--- config.mk ---
export PLATFORM = sky130hd
export DESIGN_NAME = term_writer
export DESIGN_NICKNAME = d
export VERILOG_FILES = /design/src/rtl/term_writer.sv
export SDC_FILE = /design/constraint.sdc
export NUM_CORES = 1
export LEC_CHECK = 0
export ABC_AREA = 1
export BUFFER_PORTS_ARGS = -buffer_cell sky130_fd_sc_hd__buf_2
export CAP_MARGIN = 20
export CORE_MARGIN = 5
export CORE_UTILIZATION = 46
export DETAILED_ROUTE_END_ITERATION = 10
export PLACE_DENSITY = 0.68
export SYNTH_ARGS = -nofsm -noshare
export SYNTH_HDL_FRONTEND = slang
export SYNTH_SLANG_ARGS = --single-unit
export TNS_END_PERCENT = 30
--- constraint.sdc ---
create_clock -name clk100 -period 2.7 [get_ports clk100]
set_input_delay 0.81 -clock clk100 [delete_from_list [all_inputs] [get_ports clk100]]
set_output_delay 0.81 -clock clk100 [all_outputs]
set_load 0.005 [all_outputs]
--- src/rtl/term_writer.sv ---
// term_writer: byte stream to text-cell writer for the 80x25 VGA text stage.
// Takes bytes over valid/ready, handles CR/LF/BS/FF, and tracks a cursor.
// Cell writes go out one per cycle on wr_en/wr_addr/wr_data. There is no
// scrolling, so a row is blanked whenever the cursor enters it.
// Optional build macro TERM_WRITER_CLEAR_ON_RESET_EN: when it is defined, the
// block blanks the whole screen after reset is released.
module term_writer #(
  parameter int         COLS  = 80,
  parameter int         ROWS  = 25,
  parameter logic [7:0] BLANK = 8'h20
) (
  input  logic        clk100,
  input  logic        rst_n,
  input  logic        in_valid,
  input  logic [7:0]  in_data,
  output logic        in_ready,
  output logic        wr_en,
  output logic [10:0] wr_addr,
  output logic [7:0]  wr_data,
  output logic [6:0]  cur_col,
  output logic [4:0]  cur_row
);

  localparam logic [0:0] S_IDLE  = 1'b0;
  localparam logic [0:0] S_CLEAR = 1'b1;

  localparam int            CW       = $clog2(COLS*ROWS+1);
  localparam logic [CW-1:0] CNT_ROW  = CW'(COLS);
  localparam logic [CW-1:0] CNT_ALL  = CW'(COLS*ROWS);
  localparam logic [6:0]    LAST_COL = 7'(COLS-1);
  localparam logic [4:0]    LAST_ROW = 5'(ROWS-1);

`ifdef TERM_WRITER_CLEAR_ON_RESET_EN
  localparam logic [0:0]    S_RESET   = S_CLEAR;
  localparam logic [CW-1:0] CNT_RESET = CNT_ALL;
`else
  localparam logic [0:0]    S_RESET   = S_IDLE;
  localparam logic [CW-1:0] CNT_RESET = '0;
`endif

  logic [0:0]    state;
  logic [10:0]   clr_addr;
  logic [CW-1:0] clr_left;

  // Command decode results for the byte currently offered.
  logic [6:0]    nxt_col;
  logic [4:0]    nxt_row;
  logic          do_wr;
  logic [10:0]   w_addr;
  logic [7:0]    w_data;
  logic          clr_go;
  logic [10:0]   clr_base;
  logic [CW-1:0] clr_cnt;
  logic          row_adv;
  logic [10:0]   cell_addr;

  assign in_ready  = (state == S_IDLE);
  assign cell_addr = 11'(cur_row) * 11'(COLS) + 11'(cur_col);

  // Decode the offered byte into the post-command cursor, an optional cell
  // write and an optional clear run.
  always_comb begin
    nxt_col  = cur_col;
    nxt_row  = cur_row;
    do_wr    = 1'b0;
    w_addr   = cell_addr;
    w_data   = in_data;
    clr_go   = 1'b0;
    clr_base = '0;
    clr_cnt  = CNT_ROW;
    row_adv  = 1'b0;
    if (in_data >= 8'h20 && in_data != 8'h7F) begin
      do_wr = 1'b1;
      if (cur_col == LAST_COL) begin
        nxt_col = '0;
        row_adv = 1'b1;
      end else begin
        nxt_col = cur_col + 7'd1;
      end
    end else begin
      case (in_data)
        8'h0D: nxt_col = '0;
        8'h0A: row_adv = 1'b1;
        8'h08: begin
          if (cur_col != '0) begin
            nxt_col = cur_col - 7'd1;
            do_wr   = 1'b1;
            w_addr  = cell_addr - 11'd1;
            w_data  = BLANK;
          end
        end
        8'h0C: begin
          nxt_col = '0;
          nxt_row = '0;
          clr_go  = 1'b1;
          clr_cnt = CNT_ALL;
        end
        default: ;
      endcase
    end
    // Entering a new row always blanks it; the last row wraps to the top.
    if (row_adv) begin
      nxt_row  = (cur_row == LAST_ROW) ? 5'd0 : cur_row + 5'd1;
      clr_go   = 1'b1;
      clr_base = 11'(nxt_row) * 11'(COLS);
      clr_cnt  = CNT_ROW;
    end
  end

  // Cursor, clear sequencer and registered write port.
  always_ff @(posedge clk100 or negedge rst_n) begin
    if (!rst_n) begin
      state    <= S_RESET;
      clr_addr <= '0;
      clr_left <= CNT_RESET;
      cur_col  <= '0;
      cur_row  <= '0;
      wr_en    <= 1'b0;
      wr_addr  <= '0;
      wr_data  <= '0;
    end else begin
      wr_en <= 1'b0;
      if (state == S_CLEAR) begin
        wr_en    <= 1'b1;
        wr_addr  <= clr_addr;
        wr_data  <= BLANK;
        clr_addr <= clr_addr + 11'd1;
        clr_left <= clr_left - CW'(1);
        if (clr_left == CW'(1)) state <= S_IDLE;
      end else if (in_valid) begin
        cur_col <= nxt_col;
        cur_row <= nxt_row;
        if (do_wr) begin
          wr_en   <= 1'b1;
          wr_addr <= w_addr;
          wr_data <= w_data;
        end
        // The clear run starts on the next edge, directly behind any
        // character write issued on this one.
        if (clr_go) begin
          state    <= S_CLEAR;
          clr_addr <= clr_base;
          clr_left <= clr_cnt;
        end
      end
    end
  end

endmodule

==> impl_metrics.py, run 1 <==
metrics = {
    "floorplanning": {
        "fp.dieArea_mm2": 0.01064,
        "die_w_um": 103.2,
        "rows": 34,
        "io_pins": 44,
        "fp.dieH_um": 103.2,
        "core-area_mm2": 0.008593,
        "start_util": 0.4645,
    },
    "clocking": {
        "cts_buffers": 5,
        "h-tree-depth": 2,
        "cts_tree": "built",
        "cts_sinks": 55,
        "clk_latency_ns": 0.32,
        "cts_hold_repair.buffers": 0,
        "clkTransAtPathRegs_ns": 0.11,
        "clk_path_buf_depth": 2,
        "cts_root_buf": "clkbuf_8",
    },
    "detailed_routing": {
        "avgViaCountPerCell": 5.169,
        "ant_nets": 0,
        "wl_per_cell_um": 14.01,
        "drt-total-wl_um": 9977,
        "num_vias": 3680,
        "dr.pass1.iters": 4,
        "drtIter0Drc": 206,
        "drcViolationCount": 0,
    },
    "pwr": {
        "max-vdd-ir-drop_mv": 0.2136,
        "leakagePower_nw": 2.274,
        "p_total_mw": 1.498,
        "p_per_area_mw_per_mm2": 336.8,
    },
    "placed_design": {
        "place.gp.congestion": 0.9048,
        "dp_hpwl_um": 7514,
        "io_buffers": 43,
        "place_area_mm2": 0.004334,
        "pre_cts_slack_ns": 0.08014,
    },
    "synth": {
        "synth_area_leaders": "dfrtp_1 (34%), nand2_1 (15%), nand3_1 (8.5%)",
        "synthesis.area_mm2": 0.003991,
        "synth_top_area_cell": "dfrtp_1",
        "ys_ff_latch": 55,
        "synth_warnings": 0,
        "syn_inst": 556,
        "avgSynthCellArea_um2": 7.179,
        "ys_seq_area_frac": 0.3448,
        "synth_nets": 593,
        "synth_top_area_share": 0.3448,
        "ys_types": 34,
    },
    "setup_path": {
        "critical_path.slowest_cell": "dfrtp_2",
        "rrSetupSlack_ns": 0.19,
        "cp_max_fo": 6,
        "path_class": "flip-flop to flip-flop",
        "reg2reg_to": "clr_addr[9]$_DFFE_PN0P_",
        "cp_data_arrival_time_ns": 2.73,
        "max_stage_delay_ns": 0.46,
        "cp-start-kind": "flip-flop",
        "regToRegStartpoint": "cur_row[1]$_DFFE_PN0P_",
        "end_kind": "flip-flop",
        "rr_worst_depth": 13,
        "path_cells": "inv_1, ha_1, nand3_2, o21ai_0, a21oi_1, ha_1, ha_1, fa_1, xor2_1, nand3_1, nand2_1, nand2_1, nand2_1",
        "worstPathRequired_ns": 2.92,
    },
    "timing": {
        "slew_headroom": 0.7421,
        "slew_viol_final": 0,
        "fin_crit_ns": 2.511,
        "setup_viol": 0,
        "hold_ws_ns": 0.4619,
        "fmax_mhz": 398.3,
        "setup_tns_ns": 0,
        "setup_ws_ns": 0.1895,
        "skew_ns": 0.007112,
        "report.final.hold_viol_count": 0,
        "worst_pin_slew_ns": 0.3869,
        "final.period_utilization": 0.9298,
        "rsz0062_at_grt": "no",
    },
    "layout": {
        "nets": 640,
        "fillers": 863,
        "final_common_cell": "nand2_1",
        "multi_input_area_mm2": 0.002270,
        "layout_common_cells": "nand2_1 (158), inv_1 (70), nand3_1 (67)",
        "layout-drive-gt1-share": 0.1540,
        "syn_to_final_growth_pct": 11.44,
        "postLayoutCellArea_mm2": 0.004448,
        "regArea_mm2": 0.001379,
        "antenna_cells": 0,
    },
    "global_route": {
        "overflow": 0,
        "grt.total_usage": 0.1993,
        "grt_max_degree": 56,
        "grt_pass1_wl_um": 16770,
        "first_global_vias": 3482,
        "antenna_found_initial": 0,
    },
    "run_status": {
        "outcome": "complete, no violations",
    },
    "hold_path": {
        "hold_class": "input port to async pin",
    },
    "run": {
        "cap_violations": 0,
    },
}
==> routing by layer <==
metal,vias up,GRT usage,wire (um)
met1,1713,0.2734,4692
met2,72,0.3374,4741
li1,1888,-,-
met4,0,0.04084,79
met3,7,0.02639,464
met5,-,0,0
==> logic make-up after synthesis <==
| family | Yosys count | synth area share |
|---|---|---|
| and+or+nand+nor | 308 | 0.3517 |
| AOI/OAI and AO/OA | 65 | 0.08934 |
| xor gates and xnor gates | 17 | 0.03730 |
| buffers and inverters | 85 | 0.08965 |
| adders and majority gates | 26 | 0.08715 |
| DFF | 55 | 0.3448 |
==> power breakdown <==
| part | internal (mW) | switching (mW) | leakage (nW) |
|---|---|---|---|
| logic | 0.0567 | 0.103 | 1.57 |
| clock network | 0.189 | 0.303 | 0.0489 |
| registers | 0.831 | 0.0160 | 0.656 |
| total | 1.08 | 0.422 | 2.27 |
==> state kept, by name, indices dropped and copies added (netlist names) <==
signal	count
cur_row	5
wr_en	1
wr_data	8
state	1
wr_addr	11
cur_col	7
clr_addr	11
clr_left	11
==> cell type report <==
class | count | share of cell area
sequential | 55 | 0.3100
multi-input combinational | 416 | 0.5103
clock buffer | 5 | 0.01547
inverter | 72 | 0.06076
tap | 108 | 0.03038
clock inverter | 3 | 0.005063
timing repair buffer | 53 | 0.06807
==> worst max path at each step <==
stage / startpoint / to / slack, ns
after floorplan: cur_row[0]$_DFFE_PN0P_ / clr_addr[9]$_DFFE_PN0P_ / 0.27
after global placement: cur_row[1]$_DFFE_PN0P_ / clr_addr[9]$_DFFE_PN0P_ / 0.21
after detailed placement: cur_row[1]$_DFFE_PN0P_ / clr_addr[10]$_DFFE_PN0P_ / 0.08
after CTS: cur_row[1]$_DFFE_PN0P_ / clr_addr[10]$_DFFE_PN0P_ / 0.04
after global routing: cur_row[1]$_DFFE_PN0P_ / clr_addr[9]$_DFFE_PN0P_ / 0.01
final: cur_row[1]$_DFFE_PN0P_ / clr_addr[9]$_DFFE_PN0P_ / 0.19
==> critical path, delay by kind of cell, from the launching register on <==
kind	cells	cell delay, ns
buf+inv	1	0.12
compound gates	2	0.19
simple gates	5	0.37
flops	1	0.46
fa+ha+maj	4	1.12
xor+xnor	1	0.15
==> metrics by stage <==
stage / utilization / instances
global route: 0.5176 / 712
CTS: 0.5150 / 711
global placement: 0.5044 / 703
finish: 0.5176 / 712
detailed placement: 0.5044 / 703
floorplan: - / 556
==> cells in the mapped netlist <==
library cell	n
a21oi_1	6
nand2_2	5
nor2_4	2
inv_2	1
o22ai_1	3
nor2_2	5
o21ai_1	13
clkinv_1	1
ha_1	23
o221ai_1	1
nand3b_1	2
nor2_1	41
o211ai_1	2
nand2_1	158
buf_2	4
xnor2_1	5
a21oi_4	1
o21ai_0	36
nand4_1	9
buf_6	4
o21bai_1	1
clkbuf_1	3
nand2_4	4
buf_4	1
inv_1	70
xor2_1	12
nor3_2	1
nor3_1	5
dfrtp_1	55
nand3_2	8
fa_1	3
buf_1	1
nand3_1	68
a21boi_0	2
==> timing repair <==
| action | 4_1_cts | 5_1_grt |
|---|---|---|
| endpoints found under the setup margin | 0 | 4 |
| hold endpoints to repair | 0 | 0 |
| resized for setup | 0 | 6 |
| setup buffers | 0 | 1 |
(Power assumes the default switching activity.)
==> run 2, diff against run 1 <==
--- a/config.mk
+++ b/config.mk
@@ -12,6 +12,7 @@
 export CORE_UTILIZATION = 46
 export DETAILED_ROUTE_END_ITERATION = 10
 export PLACE_DENSITY = 0.68
+export REMOVE_ABC_BUFFERS = 1
 export SYNTH_ARGS = -nofsm -noshare
 export SYNTH_HDL_FRONTEND = slang
 export SYNTH_SLANG_ARGS = --single-unit
==> run 2 against run 1 <==
Net effect: sequential power hardly changed; cell count is 0.28% higher; clock skew is 0.0027 ns higher; clock power is 6.1% higher; worst setup slack worse by 0.017 ns; global-route usage is 0.19 points lower; critical endpoint is now clr_addr[10]$_DFFE_PN0P_; largest cell class unchanged; highest routed layer unchanged.
==> impl_metrics.py, run 2 (synthesis results as in run 1) <==
metrics = {
    "run_status": {
        "outcome": "complete, no violations",
    },
    "clocking": {
        "cts_hold_repair.buffers": 0,
        "clk_path_buf_depth": 2,
        "clk_latency_ns": 0.32,
        "cts_tree": "built",
        "h-tree-depth": 2,
        "cts_sinks": 55,
        "cts_buffers": 5,
        "cts_root_buf": "clkbuf_8",
        "clkTransAtPathRegs_ns": 0.11,
    },
    "layout": {
        "fillers": 868,
        "regArea_mm2": 0.001379,
        "final_cells": 714,
        "layout-drive-gt1-share": 0.1568,
        "reg_top3": "clr_addr: 11 flops, clr_left: 11 flops, wr_addr: 11 flops",
        "nets": 642,
        "multi_input_area_mm2": 0.002273,
        "layout_common_cells": "nand2_1 (158), inv_1 (70), nand3_1 (68)",
        "final_common_cell": "nand2_1",
        "antenna_cells": 0,
        "syn_to_final_growth_pct": 11.82,
    },
    "floorplanning": {
        "fp.dieArea_mm2": 0.01064,
        "die_w_um": 103.2,
        "core-area_mm2": 0.008593,
        "rows": 34,
        "start_util": 0.4645,
        "fp.dieH_um": 103.2,
        "io_pins": 44,
    },
    "setup_path": {
        "path_class": "flip-flop to flip-flop",
        "cp-start-kind": "flip-flop",
        "worstPathRequired_ns": 2.96,
        "regToRegStartpoint": "cur_row[0]$_DFFE_PN0P_",
        "rr_worst_depth": 14,
        "cp_data_arrival_time_ns": 2.78,
        "cp_max_fo": 6,
        "startpoint": "cur_row[0]$_DFFE_PN0P_",
        "end_kind": "flip-flop",
    },
    "pwr": {
        "p_per_area_mw_per_mm2": 342.7,
        "p_total_mw": 1.529,
        "max-vdd-ir-drop_mv": 0.2184,
        "leakagePower_nw": 2.280,
    },
    "timing": {
        "report.final.hold_viol_count": 0,
        "setup_viol": 0,
        "rsz0062_at_grt": "yes",
        "slew_headroom": 0.5403,
        "fmax_mhz": 395.7,
        "slew_viol_final": 0,
        "worst_pin_slew_ns": 0.6895,
        "hold_ws_ns": 0.4818,
        "fin_crit_ns": 2.527,
        "final.period_utilization": 0.9360,
        "skew_ns": 0.009846,
    },
    "placed_design": {
        "dp_hpwl_um": 7661,
        "io_buffers": 43,
        "place.detailed.instances": 706,
        "place.gp.congestion": 0.8556,
    },
    "detailed_routing": {
        "wl_per_cell_um": 14.12,
        "avgViaCountPerCell": 5.301,
        "drtIter0Drc": 230,
        "drt-total-wl_um": 10080,
        "num_vias": 3785,
        "drcViolationCount": 0,
        "ant_nets": 0,
        "dr.pass1.iters": 5,
    },
    "hold_path": {
        "hold_class": "flip-flop to flip-flop",
        "min_from": "wr_data[7]$_DFFE_PN0P_",
        "min_path_cells": 2,
    },
    "global_route": {
        "grt_max_degree": 32,
        "overflow": 0,
        "grt_pass1_wl_um": 16820,
        "first_global_vias": 3536,
        "grt.total_usage": 0.1974,
        "antenna_found_initial": 0,
    },
    "run": {
        "cap_violations": 0,
    },
}
run 2: cell count changes in the layout (fill, tap and decap cells not counted), sizes merged:
| cell | previous run | this run |
|---|---|---|
| buf | 53 | 55 |
| clkbuf | 5 | 6 |
| clkinv | 2 | 1 |
run 2: critical path: stages, from the launching register on:
cell and delay (ns):
dfrtp_2 0.46, buf_4 0.15, ha_1 0.20, nand2_1 0.08
inv_1 0.06, nor3_2 0.29, ha_1 0.32, ha_1 0.30
nand3_1 0.09, nand3_1 0.09, nand4_1 0.09, nand2_1 0.05
o21ai_0 0.15, nand2_1 0.06, nand2_1 0.06
run 2: area by class of cell:
cell class | count | area share
multi-input combinational | 416 | 0.5094
inverter | 72 | 0.06056
tap | 108 | 0.03028
clock inverter | 2 | 0.003925
clock buffer | 6 | 0.01850
sequential | 55 | 0.3089
timing repair buffer | 55 | 0.06840
run 2: where the power goes:
part | switching (mW) | internal, mW
registers | 0.0160 | 0.831
clock network | 0.306 | 0.216
logic | 0.104 | 0.0564
total | 0.426 | 1.10
run 2: final timing paths:
kind | endpoint | slack (ns)
max reg2reg | clr_addr[10]$_DFFE_PN0P_ | 0.17
min | wr_data[7]$_DFFE_PN0P_ | 0.48
max in group asynchronous | state$_DFF_PN0_ | 1.51
min reg2reg | wr_data[7]$_DFFE_PN0P_ | 0.48
min in group asynchronous | wr_en$_DFF_PN0_ | 0.52
max | clr_addr[10]$_DFFE_PN0P_ | 0.17
run 2: repair_timing:
| action | CTS | global route |
|---|---|---|
| setup endpoints to repair | 0 | 5 |
| resized for setup | 0 | 7 |
| buffers inserted | 0 | 0 |
run 2: layer usage:
metal / track usage / part of all wire / up-vias
met2: 0.3261 / 0.47 / 91
met5: 0 / 0 / -
met3: 0.02706 / 0.047 / 14
met1: 0.2758 / 0.47 / 1783
li1: - / - / 1897
met4: 0.04382 / 0.010 / 0
run 2: stage by stage:
| stage | TNS (ns) | instance area (um^2) | utilization | worst slack (ns) |
|---|---|---|---|---|
| floorplan | 0 | 3904 | - | 0.2492 |
| global placement | 0 | 4344 | 0.5055 | 0.1633 |
| detailed placement | 0 | 4344 | 0.5055 | 0.03862 |
| CTS | 0 | 4444 | 0.5172 | 0.03698 |
| global route | -0.008961 | 4463 | 0.5194 | -0.008961 |
| finish | 0 | 4463 | 0.5194 | 0.1729 |
==> run 3, diff against run 2 <==
--- a/config.mk
+++ b/config.mk
@@ -5,13 +5,13 @@
 export SDC_FILE = /design/constraint.sdc
 export NUM_CORES = 1
 export LEC_CHECK = 0
-export ABC_AREA = 1
 export BUFFER_PORTS_ARGS = -buffer_cell sky130_fd_sc_hd__buf_2
 export CAP_MARGIN = 20
 export CORE_MARGIN = 5
-export CORE_UTILIZATION = 46
+export CORE_UTILIZATION = 50
 export DETAILED_ROUTE_END_ITERATION = 10
-export PLACE_DENSITY = 0.68
+export GPL_ROUTABILITY_DRIVEN = 0
+export PLACE_DENSITY = 0.73
 export REMOVE_ABC_BUFFERS = 1
 export SYNTH_ARGS = -nofsm -noshare
 export SYNTH_HDL_FRONTEND = slang
==> run 3 against run 2 <==
Net effect: utilization increased by 9.0 points; via count decreased by 13%; highest routed layer unchanged; combinational power increased to 19 times the previous value; power increased to 3.3 times the previous value; worst hold slack improved by 0.016 ns; first-iteration DRC count decreased by 43%; synthesized cell count decreased by 29%; area after synthesis decreased by 9.3%; die area decreased by 15%; critical endpoint is now wr_addr[10]$_DFFE_PN0P_; final area decreased by 2.6%; worst setup slack got worse by 0.094 ns.
==> impl_metrics.py, run 3 <==
metrics = {
    "run_status": {
        "outcome": "complete, no violations",
    },
    "detailed_routing": {
        "avgViaCountPerCell": 5.839,
        "route.met3.wl_um": 524,
        "drt-total-wl_um": 9247,
        "ant_nets": 0,
        "m1WireLength_um": 4158,
        "dr.pass1.iters": 5,
        "num_vias": 3305,
        "drtIter0Drc": 131,
        "wl_per_cell_um": 16.34,
        "wl_met2_um": 4370,
        "dr.max_layer_used": "met4",
        "drcViolationCount": 0,
    },
    "synth": {
        "synth_warnings": 0,
        "synth_area_leaders": "dfrtp_1 (38%), ha_1 (8.0%), a21oi_1 (3.7%)",
        "ys_seq_area_frac": 0.3804,
        "netlist_top_cells_count": "dfrtp_1 (55), nand2_1 (32), a21oi_1 (27)",
        "synthesis.area_mm2": 0.003618,
        "synth_edf_count": 0,
        "syn_inst": 394,
        "synth_top_flop_cell": "dfrtp_1",
        "ys_ff_latch": 55,
        "ys_types": 59,
        "async_flop_share": 1.000,
        "synth_most_common_cell": "dfrtp_1",
        "avgSynthCellArea_um2": 9.184,
        "synth_top_area_share": 0.3804,
        "synth_top_area_cell": "dfrtp_1",
    },
    "timing": {
        "hold_ws_ns": 0.4973,
        "slew_viol_final": 0,
        "setup_ws_ns": 0.07882,
        "final.period_utilization": 0.9708,
        "setup_viol": 0,
        "fmax_mhz": 381.5,
        "report.final.hold_viol_count": 0,
        "fin_crit_ns": 2.621,
        "setup_tns_ns": 0,
        "worst_pin_slew_ns": 0.6985,
        "slew_headroom": 0.5344,
        "skew_ns": 0.01362,
        "rsz0062_at_grt": "yes",
    },
    "global_route": {
        "antenna_found_initial": 0,
        "overflow": 0,
        "grt.total_usage": 0.2194,
        "grt_pass1_wl_um": 15500,
        "grt_max_degree": 56,
        "first_global_vias": 3204,
    },
    "pwr": {
        "p_per_area_mw_per_mm2": 1171,
        "p_sw_mw": 2.276,
        "internal_power_mw": 2.813,
        "comb_power_share": 0.591,
        "max-vdd-ir-drop_mv": 0.5187,
        "p_sw_frac": 0.4473,
        "p_clk_frac": 0.111,
        "power_frac_seq": 0.298,
        "p_total_mw": 5.089,
        "leakagePower_nw": 1.988,
    },
    "placed_design": {
        "dp_hpwl_um": 6968,
        "place_area_mm2": 0.004149,
        "pre_cts_slack_ns": -0.02483,
        "io_buffers": 43,
        "place.detailed.instances": 554,
    },
    "setup_path": {
        "rr_worst_depth": 10,
        "regToRegStartpoint": "cur_row[1]$_DFFE_PN0P_",
        "path_class": "flip-flop to flip-flop",
        "rrSetupSlack_ns": 0.08,
        "worstPathRequired_ns": 2.88,
        "cp_max_fo": 4,
        "cp-start-kind": "flip-flop",
        "end_kind": "flip-flop",
        "cp_data_arrival_time_ns": 2.80,
        "reg2reg_to": "wr_addr[10]$_DFFE_PN0P_",
    },
    "hold_path": {
        "min_from": "wr_addr[7]$_DFFE_PN0P_",
        "min_path_cells": 2,
        "hold_class": "flip-flop to flip-flop",
        "hold_end": "wr_addr[7]$_DFFE_PN0P_",
    },
    "layout": {
        "nets": 503,
        "layout_common_cells": "dfrtp_1 (53), buf_2 (43), buf_4 (35)",
        "postLayoutCellArea_mm2": 0.004347,
        "final_cells": 566,
        "final_core_util": 0.6090,
        "layout-drive-gt1-share": 0.2463,
        "antenna_cells": 0,
        "final_common_cell": "dfrtp_1",
        "reg_top3": "clr_addr: 11 flops, clr_left: 11 flops, wr_addr: 11 flops",
        "syn_to_final_growth_pct": 20.12,
    },
    "floorplanning": {
        "rows": 31,
        "fp.dieH_um": 95.07,
        "start_util": 0.5070,
        "core-area_mm2": 0.007137,
        "io_pins": 44,
        "fp.dieArea_mm2": 0.009038,
        "die_w_um": 95.07,
    },
    "clocking": {
        "h-tree-depth": 2,
        "cts_buffers": 5,
        "cts_tree": "built",
        "cts_sinks": 55,
        "cts_root_buf": "clkbuf_8",
        "cts_hold_repair.buffers": 0,
        "clk_latency_ns": 0.32,
        "clkTransAtPathRegs_ns": 0.09,
        "clk_path_buf_depth": 2,
    },
    "run": {
        "cap_violations": 0,
    },
}
run 3: changes by cell type in the layout (fill, tap and decap cells not counted), moves of 12 or more:
| cell | delta |
|---|---|
| a21oi_1 | +22 |
| a22oi_1 | +12 |
| buf_4 | +23 |
| inv_1 | -50 |
| nand2_1 | -126 |
| nand3_1 | -54 |
| nor2_1 | -16 |
| o21ai_0 | -23 |
run 3: routing by layer:
layer | vias up | track usage
li1 | 1586 | -
met1 | 1601 | 0.3047
met2 | 102 | 0.3481
met3 | 16 | 0.03946
met4 | 0 | 0.06971
met5 | - | 0
run 3: what timing repair did:
item	in CTS	in global routing
endpoints found under the setup margin	1	3
setup buffers	2	2
pin swaps	2	5
resized for setup	1	14
run 3: cell families (layout without fill, tap and decap cells):
kind of cell | after synthesis | in the layout | share of synthesized area
xor gates and xnor gates | 23 | 23 | 0.05948
AOI/OAI and AO/OA | 125 | 125 | 0.2317
muxes | 2 | 2 | 0.005533
and+or+nand+nor | 127 | 127 | 0.1871
adders and majority gates | 26 | 26 | 0.09613
buffers and inverters | 36 | 109 | 0.03977
DFF | 55 | 55 | 0.3804
run 3: layout make-up:
type	count	area, um^2
Clock buffer	6	72.57
Clock inverter	2	38.79
Fill cell	633	2790
Inverter	22	82.58
Multi-Input combinational cell	303	2152
Sequential cell	55	1379
Tap cell	99	123.9
Timing Repair Buffer	79	498.0
run 3: critical path, stage by stage, from the launching register on:
cell and delay (ns):
dfrtp_2 0.45, ha_1 0.29, ha_1 0.16, inv_1 0.06, fa_2 0.35, xor2_2 0.19, a21o_1 0.16, a211o_1 0.29
a2111oi_4 0.32, xnor2_1 0.16, o21ai_1 0.07
run 3: how the worst max path moves through the flow:
stage                           start                 endpoint  slack [ns]  cells past startpoint
3_3_place_gp   cur_row[1]$_DFFE_PN0P_  wr_addr[10]$_DFFE_PN0P_       0.003                     10
6_report       cur_row[1]$_DFFE_PN0P_  wr_addr[10]$_DFFE_PN0P_        0.08                     10
3_5_place_dp   cur_row[1]$_DFFE_PN0P_  wr_addr[10]$_DFFE_PN0P_       -0.02                     10
4_1_cts        cur_row[1]$_DFFE_PN0P_  wr_addr[10]$_DFFE_PN0P_        0.03                     10
2_1_floorplan  cur_row[3]$_DFFE_PN0P_  wr_addr[10]$_DFFE_PN0P_       0.002                     10
5_1_grt        cur_row[1]$_DFFE_PN0P_  wr_addr[10]$_DFFE_PN0P_       -0.05                     10
run 3: power groups by stage:
stage | clock, mW | sequential [mW] | combinational [mW]
final | 0.564 | 1.52 | 3.01
after global routing | 0.609 | 1.58 | 3.36
after detailed placement | 0 | 1.52 | 2.82
after CTS | 0.578 | 1.51 | 2.87
after global placement | 0 | 1.51 | 2.75
after floorplan | 0 | 1.53 | 1.81
